File: src/rtl/mod_mul_ctrl_pkg.sv
// Shared multpool package for the modular-multiplier controller.
// Holds the controller FSM state encoding and the response-buffer depth so the
// top level and the response FIFO agree on them.
package mod_mul_ctrl_pkg;

    // Response buffer depth; also the back-pressure threshold for new requests.
    localparam int unsigned RspDepth = 2;

    typedef enum logic [1:0] {
        StIdle,
        StPrep,
        StLaunch,
        StWait
    } ctrl_state_e;

endpackage

File: src/rtl/mod_mul_ctrl_if.sv
// Bus bundle for mod_mul_ctrl: request handshake, multiplier launch/result,
// response handshake and the sticky timeout flag.
//   slave  : controller side (accepts requests, drives the multiplier, returns responses)
//   master : requester/multiplier side (testbench or surrounding fabric)
interface mod_mul_ctrl_if #(
    parameter int unsigned NBITS = 128,
    parameter int unsigned PBITS = 2,
    parameter int unsigned TAGW  = 4
) ();

    logic                   req_valid;
    logic                   req_ready;
    logic [NBITS-1:0]       req_a;
    logic [NBITS-1:0]       req_b;
    logic [NBITS-1:0]       req_m;
    logic [TAGW-1:0]        req_tag;

    logic                   mul_enable_p;
    logic [NBITS-1:0]       mul_a;
    logic [NBITS-1:0]       mul_b;
    logic [NBITS-1:0]       mul_m;
    logic [NBITS+PBITS-1:0] mul_mx3;
    logic [NBITS-1:0]       mul_y;
    logic                   mul_done_p;

    logic                   rsp_valid;
    logic                   rsp_ready;
    logic [NBITS-1:0]       rsp_y;
    logic [TAGW-1:0]        rsp_tag;

    logic                   err_tmo;
    logic                   err_clr;

    modport slave (
        input  req_valid, req_a, req_b, req_m, req_tag,
        output req_ready,
        output mul_enable_p, mul_a, mul_b, mul_m, mul_mx3,
        input  mul_y, mul_done_p,
        output rsp_valid, rsp_y, rsp_tag,
        input  rsp_ready,
        output err_tmo,
        input  err_clr
    );

    modport master (
        output req_valid, req_a, req_b, req_m, req_tag,
        input  req_ready,
        input  mul_enable_p, mul_a, mul_b, mul_m, mul_mx3,
        output mul_y, mul_done_p,
        input  rsp_valid, rsp_y, rsp_tag,
        output rsp_ready,
        input  err_tmo,
        output err_clr
    );

endinterface

File: src/rtl/mod_mul_rsp_fifo.sv
// In-order response buffer for mod_mul_ctrl.
// Ports:
//   clk, rst     : clock, asynchronous active-high reset (empties the buffer)
//   wr_en_i      : write request; accepted when not full, or when full with a pop that cycle
//   wr_data_i    : entry to write
//   rd_en_i      : consumer ready; pops the head when valid_o is high
//   rd_data_o    : head entry, stable until popped
//   valid_o      : buffer non-empty
//   full_o       : buffer holds Depth entries
module mod_mul_rsp_fifo
    import mod_mul_ctrl_pkg::*;
#(
    parameter int unsigned Width = 8,
    parameter int unsigned Depth = RspDepth
) (
    input  logic             clk,
    input  logic             rst,
    input  logic             wr_en_i,
    input  logic [Width-1:0] wr_data_i,
    input  logic             rd_en_i,
    output logic [Width-1:0] rd_data_o,
    output logic             valid_o,
    output logic             full_o
);

    localparam int unsigned PtrW = (Depth > 1) ? $clog2(Depth) : 1;
    localparam int unsigned CntW = $clog2(Depth + 1);

    logic [Width-1:0] mem_q [Depth];
    logic [PtrW-1:0]  wptr_q, rptr_q;
    logic [CntW-1:0]  cnt_q;
    logic             push, pop;

    function automatic logic [PtrW-1:0] ptr_inc(input logic [PtrW-1:0] p);
        return (p == PtrW'(Depth - 1)) ? '0 : p + PtrW'(1);
    endfunction

    assign valid_o   = (cnt_q != '0);
    assign full_o    = (cnt_q == CntW'(Depth));
    assign pop       = rd_en_i && valid_o;
    // A write into a full buffer is only taken when the head leaves in the same cycle.
    assign push      = wr_en_i && (!full_o || pop);
    assign rd_data_o = mem_q[rptr_q];

    always_ff @(posedge clk or posedge rst) begin
        if (rst) begin
            wptr_q <= '0;
            rptr_q <= '0;
            cnt_q  <= '0;
            for (int i = 0; i < int'(Depth); i++) begin
                mem_q[i] <= '0;
            end
        end else begin
            if (push) begin
                mem_q[wptr_q] <= wr_data_i;
                wptr_q        <= ptr_inc(wptr_q);
            end
            if (pop) begin
                rptr_q <= ptr_inc(rptr_q);
            end
            if (push && !pop) begin
                cnt_q <= cnt_q + CntW'(1);
            end else if (pop && !push) begin
                cnt_q <= cnt_q - CntW'(1);
            end
        end
    end

endmodule

File: src/rtl/mod_mul_ctrl.sv
// Modular-multiplier controller: accepts a request (a, b, m, tag), precomputes
// 3*m, pulses the external multiplier for one cycle, waits for its completion
// pulse (bounded by TMO cycles) and queues {y, tag} into a 2-entry response FIFO.
// Ports:
//   clk, rst : clock, asynchronous active-high reset
//   bus      : mod_mul_ctrl_if.slave (request, multiplier, response, error flag)
module mod_mul_ctrl
    import mod_mul_ctrl_pkg::*;
#(
    parameter int unsigned NBITS = 128,
    parameter int unsigned PBITS = 2,
    parameter int unsigned TAGW  = 4,
    parameter int unsigned TMO   = NBITS / 2 + 8
) (
    input  logic            clk,
    input  logic            rst,
    mod_mul_ctrl_if.slave   bus
);

    localparam int unsigned MxW  = NBITS + PBITS;
    localparam int unsigned CntW = $clog2(TMO + 1);

    ctrl_state_e      state_q;
    logic [NBITS-1:0] a_q, b_q, m_q;
    logic [TAGW-1:0]  tag_q;
    logic [MxW-1:0]   mx3_q;
    logic [CntW-1:0]  cnt_q;
    logic             mul_en_q;
    logic             err_q;

    logic [MxW-1:0]   m_ext, mx3_d;
    logic             req_ready, req_fire;
    logic             fifo_wr, fifo_full, fifo_valid;
    logic             tmo_hit;
    logic [NBITS+TAGW-1:0] fifo_rd;

    // 3*m at full width so the top bits of a maximal modulus survive.
    assign m_ext = MxW'(m_q);
    assign mx3_d = (m_ext << 1) + m_ext;

    // Gated by rst so the request side is closed while reset is held.
    assign req_ready = (state_q == StIdle) && !fifo_full && !rst;
    assign req_fire  = bus.req_valid && req_ready;
    assign fifo_wr   = (state_q == StWait) && bus.mul_done_p;
    // A done pulse in the last allowed cycle still counts as completion.
    assign tmo_hit   = (state_q == StWait) && !bus.mul_done_p && (cnt_q == CntW'(TMO - 1));

    always_ff @(posedge clk or posedge rst) begin
        if (rst) begin
            state_q  <= StIdle;
            a_q      <= '0;
            b_q      <= '0;
            m_q      <= '0;
            tag_q    <= '0;
            mx3_q    <= '0;
            cnt_q    <= '0;
            mul_en_q <= 1'b0;
            err_q    <= 1'b0;
        end else begin
            case (state_q)
                StIdle: begin
                    if (req_fire) begin
                        a_q     <= bus.req_a;
                        b_q     <= bus.req_b;
                        m_q     <= bus.req_m;
                        tag_q   <= bus.req_tag;
                        state_q <= StPrep;
                    end
                end
                StPrep: begin
                    mx3_q    <= mx3_d;
                    mul_en_q <= 1'b1;
                    state_q  <= StLaunch;
                end
                StLaunch: begin
                    mul_en_q <= 1'b0;
                    cnt_q    <= '0;
                    state_q  <= StWait;
                end
                StWait: begin
                    if (fifo_wr || tmo_hit) begin
                        state_q <= StIdle;
                    end else begin
                        cnt_q <= cnt_q + CntW'(1);
                    end
                end
                default: state_q <= StIdle;
            endcase

            // Set has priority over clear.
            if (tmo_hit) begin
                err_q <= 1'b1;
            end else if (bus.err_clr) begin
                err_q <= 1'b0;
            end
        end
    end

    mod_mul_rsp_fifo #(
        .Width (NBITS + TAGW),
        .Depth (RspDepth)
    ) u_rsp_fifo (
        .clk       (clk),
        .rst       (rst),
        .wr_en_i   (fifo_wr),
        .wr_data_i ({bus.mul_y, tag_q}),
        .rd_en_i   (bus.rsp_ready),
        .rd_data_o (fifo_rd),
        .valid_o   (fifo_valid),
        .full_o    (fifo_full)
    );

    assign bus.req_ready    = req_ready;
    assign bus.mul_enable_p = mul_en_q;
    assign bus.mul_a        = a_q;
    assign bus.mul_b        = b_q;
    assign bus.mul_m        = m_q;
    assign bus.mul_mx3      = mx3_q;
    assign bus.rsp_valid    = fifo_valid;
    assign bus.rsp_y        = fifo_rd[TAGW +: NBITS];
    assign bus.rsp_tag      = fifo_rd[TAGW-1:0];
    assign bus.err_tmo      = err_q;

endmodule

File: src/flat_wrapper.sv
// flat-port wrapper written by rule: the top's interface ports become plain ports
module mod_mul_ctrl_flat import mod_mul_ctrl_pkg::*;
#(
    parameter int unsigned NBITS = 128,
    parameter int unsigned PBITS = 2,
    parameter int unsigned TAGW  = 4,
    parameter int unsigned TMO   = NBITS / 2 + 8
)
  (clk, rst, bus_req_valid, bus_req_a, bus_req_b, bus_req_m, bus_req_tag, bus_req_ready, bus_mul_enable_p, bus_mul_a, bus_mul_b, bus_mul_m, bus_mul_mx3, bus_mul_y, bus_mul_done_p, bus_rsp_valid, bus_rsp_y, bus_rsp_tag, bus_rsp_ready, bus_err_tmo, bus_err_clr);
  mod_mul_ctrl_if #(.NBITS(NBITS), .PBITS(PBITS), .TAGW(TAGW)) bus_i ();
  input  logic clk;
  input  logic rst;
  input wire logic [$bits(bus_i.req_valid)-1:0] bus_req_valid;
  input wire logic [$bits(bus_i.req_a)-1:0] bus_req_a;
  input wire logic [$bits(bus_i.req_b)-1:0] bus_req_b;
  input wire logic [$bits(bus_i.req_m)-1:0] bus_req_m;
  input wire logic [$bits(bus_i.req_tag)-1:0] bus_req_tag;
  output wire logic [$bits(bus_i.req_ready)-1:0] bus_req_ready;
  output wire logic [$bits(bus_i.mul_enable_p)-1:0] bus_mul_enable_p;
  output wire logic [$bits(bus_i.mul_a)-1:0] bus_mul_a;
  output wire logic [$bits(bus_i.mul_b)-1:0] bus_mul_b;
  output wire logic [$bits(bus_i.mul_m)-1:0] bus_mul_m;
  output wire logic [$bits(bus_i.mul_mx3)-1:0] bus_mul_mx3;
  input wire logic [$bits(bus_i.mul_y)-1:0] bus_mul_y;
  input wire logic [$bits(bus_i.mul_done_p)-1:0] bus_mul_done_p;
  output wire logic [$bits(bus_i.rsp_valid)-1:0] bus_rsp_valid;
  output wire logic [$bits(bus_i.rsp_y)-1:0] bus_rsp_y;
  output wire logic [$bits(bus_i.rsp_tag)-1:0] bus_rsp_tag;
  input wire logic [$bits(bus_i.rsp_ready)-1:0] bus_rsp_ready;
  output wire logic [$bits(bus_i.err_tmo)-1:0] bus_err_tmo;
  input wire logic [$bits(bus_i.err_clr)-1:0] bus_err_clr;
  assign bus_i.req_valid = bus_req_valid;
  assign bus_i.req_a = bus_req_a;
  assign bus_i.req_b = bus_req_b;
  assign bus_i.req_m = bus_req_m;
  assign bus_i.req_tag = bus_req_tag;
  assign bus_req_ready = bus_i.req_ready;
  assign bus_mul_enable_p = bus_i.mul_enable_p;
  assign bus_mul_a = bus_i.mul_a;
  assign bus_mul_b = bus_i.mul_b;
  assign bus_mul_m = bus_i.mul_m;
  assign bus_mul_mx3 = bus_i.mul_mx3;
  assign bus_i.mul_y = bus_mul_y;
  assign bus_i.mul_done_p = bus_mul_done_p;
  assign bus_rsp_valid = bus_i.rsp_valid;
  assign bus_rsp_y = bus_i.rsp_y;
  assign bus_rsp_tag = bus_i.rsp_tag;
  assign bus_i.rsp_ready = bus_rsp_ready;
  assign bus_err_tmo = bus_i.err_tmo;
  assign bus_i.err_clr = bus_err_clr;
  mod_mul_ctrl #(.NBITS(NBITS), .PBITS(PBITS), .TAGW(TAGW), .TMO(TMO)) u_core (.clk(clk), .rst(rst), .bus(bus_i));
endmodule
File: config.mk
export PLATFORM = sky130hd
export DESIGN_NAME = mod_mul_ctrl_flat
export DESIGN_NICKNAME = d
export VERILOG_FILES = /design/src/rtl/mod_mul_ctrl_pkg.sv /design/src/rtl/mod_mul_ctrl_if.sv /design/src/rtl/mod_mul_rsp_fifo.sv /design/src/rtl/mod_mul_ctrl.sv /design/src/flat_wrapper.sv
export SDC_FILE = /design/constraint.sdc
export NUM_CORES = 2
export LEC_CHECK = 0
export BUFFER_PORTS_ARGS = -buffer_cell sky130_fd_sc_hd__buf_4
export CAP_MARGIN = 30
export CORE_AREA = 4 4 456 458
export DETAILED_ROUTE_END_ITERATION = 6
export DIE_AREA = 0 0 460 462
export GPL_ROUTABILITY_DRIVEN = 0
export SYNTH_ARGS = -nofsm -noshare
export SYNTH_HDL_FRONTEND = slang
export SYNTH_SLANG_ARGS = --single-unit
File: constraint.sdc
create_clock -name clk -period 37.1 [get_ports clk]
set_clock_uncertainty 0.15 [all_clocks]
set_input_delay 9.275 -clock clk [delete_from_list [all_inputs] [get_ports clk]]
set_output_delay 9.275 -clock clk [all_outputs]
set_load 0.05 [all_outputs]
==> After elaboration in Yosys (flattened, before gate mapping) <==
Index checks and enable logic that the tools add are counted.
W data, S select, Z words.
{ "word_totals": {"input_bits": 522, "wordCells": 78, "reg_bits": 797} }
{ "classes": {"eq_ne": 8, "n_mux": 18, "bitwise": 2, "order_cmp": 3, "addsub": 6, "n_reduce_logical": 27} }
{ "op_table": {"columns": ["cell", "n"], "rows": [
  ["$mux W132", 4],
  ["$bwmux W264", 1],
  ["$demux W132 S1", 1],
  ["$add A129 B128 Y130", 1],
  ["$pmux W7 S2", 1],
  ["$logic_and A1 B1 Y1", 11],
  ["$reduce_bool A2 Y1", 5],
  ["$mux W2", 4],
  ["$pmux W2 S4", 1],
  ["$add A7 B1 Y7 const B", 1],
  ["$eq A7 B7 Y1 const B", 1],
  ["$mux W7", 1],
  ["$eq A2 B2 Y1 const B", 3],
  ["$reduce_and A2 Y1", 3],
  ["$logic_not A1 Y1", 5],
  ["$ge A2 B2 Y1 const B", 2],
  ["$mux W1", 4],
  ["$ne A2 B2 Y1 const B", 2],
  ["$not A1 Y2", 2],
  ["$add A1 B1 Y1 const B", 2],
  ["$add A2 B1 Y2 const B", 1],
  ["$eq A2 B1 Y1 const B", 1],
  ["$logic_not A2 Y1", 1],
  ["$logic_or A1 B1 Y1", 2],
  ["4 further kinds", 4]
]} }

==> Logic depth before layout (Yosys ltp) <==
{ "depth": {"ltp_word": 8, "ltp_mapped": 13, "mapped_depth_nobuf": 13} }

==> Modules after synthesis <==
A second synthesis with hierarchy kept.
{ "unflattened": {"hier_cells": 4007, "hier_area_um2": 39397.8} }
{ "modules_own_cells": {"columns": ["mod", "instances", "cells_per_inst", "seq_area_each_um2", "area_per_inst_um2"], "rows": [
  ["mod_mul_ctrl", 1, 3284, 13237.7, 27832.9],
  ["mod_mul_rsp_fifo", 1, 723, 6706.4, 11564.8]
]} }

==> Least setup slack after synthesis <==
Ideal clock, no wire load.
{ "synth_path": {"path_kind": "input -> output", "from": "input port rst", "to": "output port bus_req_ready", "slack_ns": -0.110, "t_arrival_ns": 27.785, "stages": 2, "t_required_ns": 27.675, "path_buffers": 0, "path_cell_list": "inv_1 and3_1"} }
{ "synth_between": {"elab_chain_len": 2} }
{ "synth_rtl": {"columns": ["element", "line", "text"], "rows": [
  ["from (decl)", "flat_wrapper.sv:12", "input logic rst;"],
  ["$logic_not A1 Y1", "mod_mul_ctrl.sv:42", "assign req_ready = (state_q == StIdle) && !fifo_full && !rst;"],
  ["$logic_and A1 B1 Y1", "mod_mul_ctrl.sv:42", null],
  ["to (decl)", "flat_wrapper.sv:18", "output wire logic [$bits(bus_i.req_ready)-1:0] bus_req_ready;"]
]} }
Every way passes these cells.

==> Worst setup path after layout <==
Ends and elaborated chain as after synthesis.

==> flow_summary.json <==
{
  "dieArea_mm2": 0.213,
  "hp-class": "register to register",
  "syn_inst": 3170,
  "nets": 4972,
  "yosysWarnings": 0,
  "met1_length_mm": 71.3,
  "rsz0062_at_grt": "false",
  "seqCellArea_mm2": 0.0199,
  "vias": 31106,
  "numPortBuffers": 1171,
  "wl_met3_mm": 18.7,
  "first_iter_violations": 1844,
  "area_growth_pct": 39.0,
  "status": "finished, final reports clean",
  "clk_path_buf_depth": 3,
  "finalCriticalPeriod_ps": 19600,
  "worst-setup-path-type": "input port to output port",
  "tns_ps": 0,
  "drive_gt1_share_pct": 52.0,
  "ioPinCount": 1172,
  "period_share_pct": 52.8,
  "die_h_um": 462,
  "ys_seq_area_share_pct": 50.9,
  "setup_viol": 0,
  "drv_slew": 0,
  "endpoint_kind": "output port",
  "met2WireLength_mm": 85.2,
  "hold_viol": 0,
  "tightestPinTransition_ps": 946,
  "multiInputGateArea_mm2": 0.0185,
  "start_kind": "input port",
  "cts_setup_buffers": 0,
  "grt_overflow_total": 0,
  "cts_resized": 0,
  "initial_core_util_pct": 19.2,
  "drtPass1Iterations": 5,
  "synthArstFlopShare_pct": 100,
  "clk_pin_slew_ps": 50,
  "dp_hpwl_mm": 151,
  "max_freq_mhz": 51.0,
  "postCtsHoldBufs": 0,
  "route.detailed.drc": 0,
  "antenna_found_initial": 34,
  "worstPathMaxFanout": 3,
  "syn_nets": 3829,
  "die_w_um": 460,
  "core_mm2": 0.204,
  "max-slew-margin-rel_pct": 37.0,
  "vias_per_cell": 4.38,
  "cts_sinks": 797,
  "grt_max_degree": 150,
  "yosys_register_bits": 797,
  "ant_nets": 0,
  "synth_flop_cell": "dfrtp_1",
  "synth_area_mm2": 0.0392,
  "htreeDepth": 3,
  "maxCapViolCount": 0,
  "topRoutingLayerUsed": "met5",
  "grt_pass1_wl_mm": 250,
  "n_fill_cell": 21361,
  "cts_root_buf": "clkbuf_16",
  "insertion_delay_ps": 770,
  "routedWlPerCell_um": 25.9,
  "synth_edf_count": 0,
  "cts_made_buffers": 98,
  "core.rowCount": 166,
  "synth.avg_cell_area_um2": 12.4,
  "grt_use_total_pct": 16.6,
  "wirelength_mm": 184,
  "cp.required_ps": 27680,
  "worstPathArrival_ps": 10180,
  "grt_pass1_vias": 32136,
  "synth_cell_types": 78,
  "cts_tree": "built"
}
per-stage QoR:
stage	hold slack (ps)	utilization, %	setup slack, ps	cells	instance area, µm²
6_report	331	26.7	17500	7097	54500
5_1_grt	353	26.7	17430	7085	54500
4_1_cts	338	26.7	17380	7082	54500
3_5_place_dp	326	25.0	17390	6900	51000
3_3_place_gp	320	25.0	17390	6899	51000
2_1_floorplan	307	-	4690	3170	39200
cell families (layout without fill, tap and decap cells):
kind of cell / Yosys count / in the layout / share of synthesized area, %
AOI/OAI and AO/OA: 539 / 539 / 8.60
muxes: 896 / 896 / 25.7
and+or+nand+nor: 467 / 467 / 5.57
DFF: 797 / 797 / 50.9
xor gates and xnor gates: 124 / 124 / 2.77
buffers and inverters: 210 / 1435 / 2.09
adders and majority gates: 137 / 137 / 4.39
other: 0 / 14 / 0
worst paths after layout:
path | slack (ps) | endpoint | cells past startpoint | from
min in group asynchronous | 8750 | u_core.bus.mul_a[10] | 3 | rst
min | 330 | u_core.bus.mul_mx3[17] | 1 | u_core.bus.mul_mx3[17]
min reg2reg | 330 | u_core.bus.mul_mx3[17] | 1 | u_core.bus.mul_mx3[17]
max in group asynchronous | 24390 | u_core.bus.mul_m[76] | 7 | rst
max | 17500 | bus_req_ready | 4 | rst
max reg2reg | 31760 | u_core.bus.mul_mx3[109] | 13 | u_core.bus.mul_m[0]
metal layers:
metal / GRT usage (%) / vias to the layer above
li1: - / 13817
met1: 19.3 / 15767
met2: 27.0 / 1250
met3: 6.61 / 260
met4: 6.95 / 12
met5: 0 / -
synth_stat cells, drive strengths merged, types with 18 or more instances:
master    n  area [µm²]
inv      51         191
clkbuf  126         475
xor2     51         447
nor3     22         110
a21oi   212        1060
ha      136        1700
nand2   176         661
o211ai   18         145
o21a     19         143
mux2    894       10100
buf      33         154
nand3    18        90.1
nand4    63         400
o21ai   131         656
a21o     36         270
nor2    115         432
dfrtp   797       19900
o21bai   32         255
xnor2    73         639
sequential cells by signal, summed over array words and instances (netlist names):
name / cells
u_core.bus.mul_m: 128
u_core.bus.err_tmo: 1
u_core.u_rsp_fifo.mem_q: 264
u_core.u_rsp_fifo.rptr_q: 1
u_core.bus.mul_b: 128
u_core.tag_q: 4
u_core.state_q: 2
u_core.bus.mul_mx3: 130
u_core.bus.mul_a: 128
u_core.u_rsp_fifo.cnt_q: 2
u_core.u_rsp_fifo.wptr_q: 1
u_core.bus.mul_enable_p: 1
u_core.cnt_q: 7
area by class of cell:
| cell class | count | area share (%) |
|---|---|---|
| inverters | 51 | 0.358 |
| well taps | 2688 | 6.17 |
| multi-input cells | 2163 | 33.9 |
| clock inverters | 41 | 1.13 |
| flip-flops and latches | 797 | 36.6 |
| clock buffers | 141 | 5.12 |
| repair buffers | 1202 | 16.7 |
| diodes | 14 | 0.0643 |
critical path, stage by stage:
cell        delay (ps)
buf_4              110
clkinvlp_4         230
and3_1             330
buf_4              220
cell usage in the layout, fill, tap and decap left out, drive strengths merged, types with 8 or more instances in the layout:
cell	n
buf	1202
mux2	894
dfrtp	797
a21oi	212
nand2	176
clkbuf	141
ha	136
o21ai	131
nor2	115
xnor2	73
nand4	63
inv	54
xor2	51
a21o	36
o21bai	32
clkinv	25
nor3	22
o21a	19
nand3	18
o211ai	18
diode	14
a31oi	13
nor2b	13
o31ai	13
nand2b	12
nor4	12
and3	8
bufinv	8
Power is not shown: default switching activity piles up to over one toggle a cycle in this logic, so the estimate is an artifact.
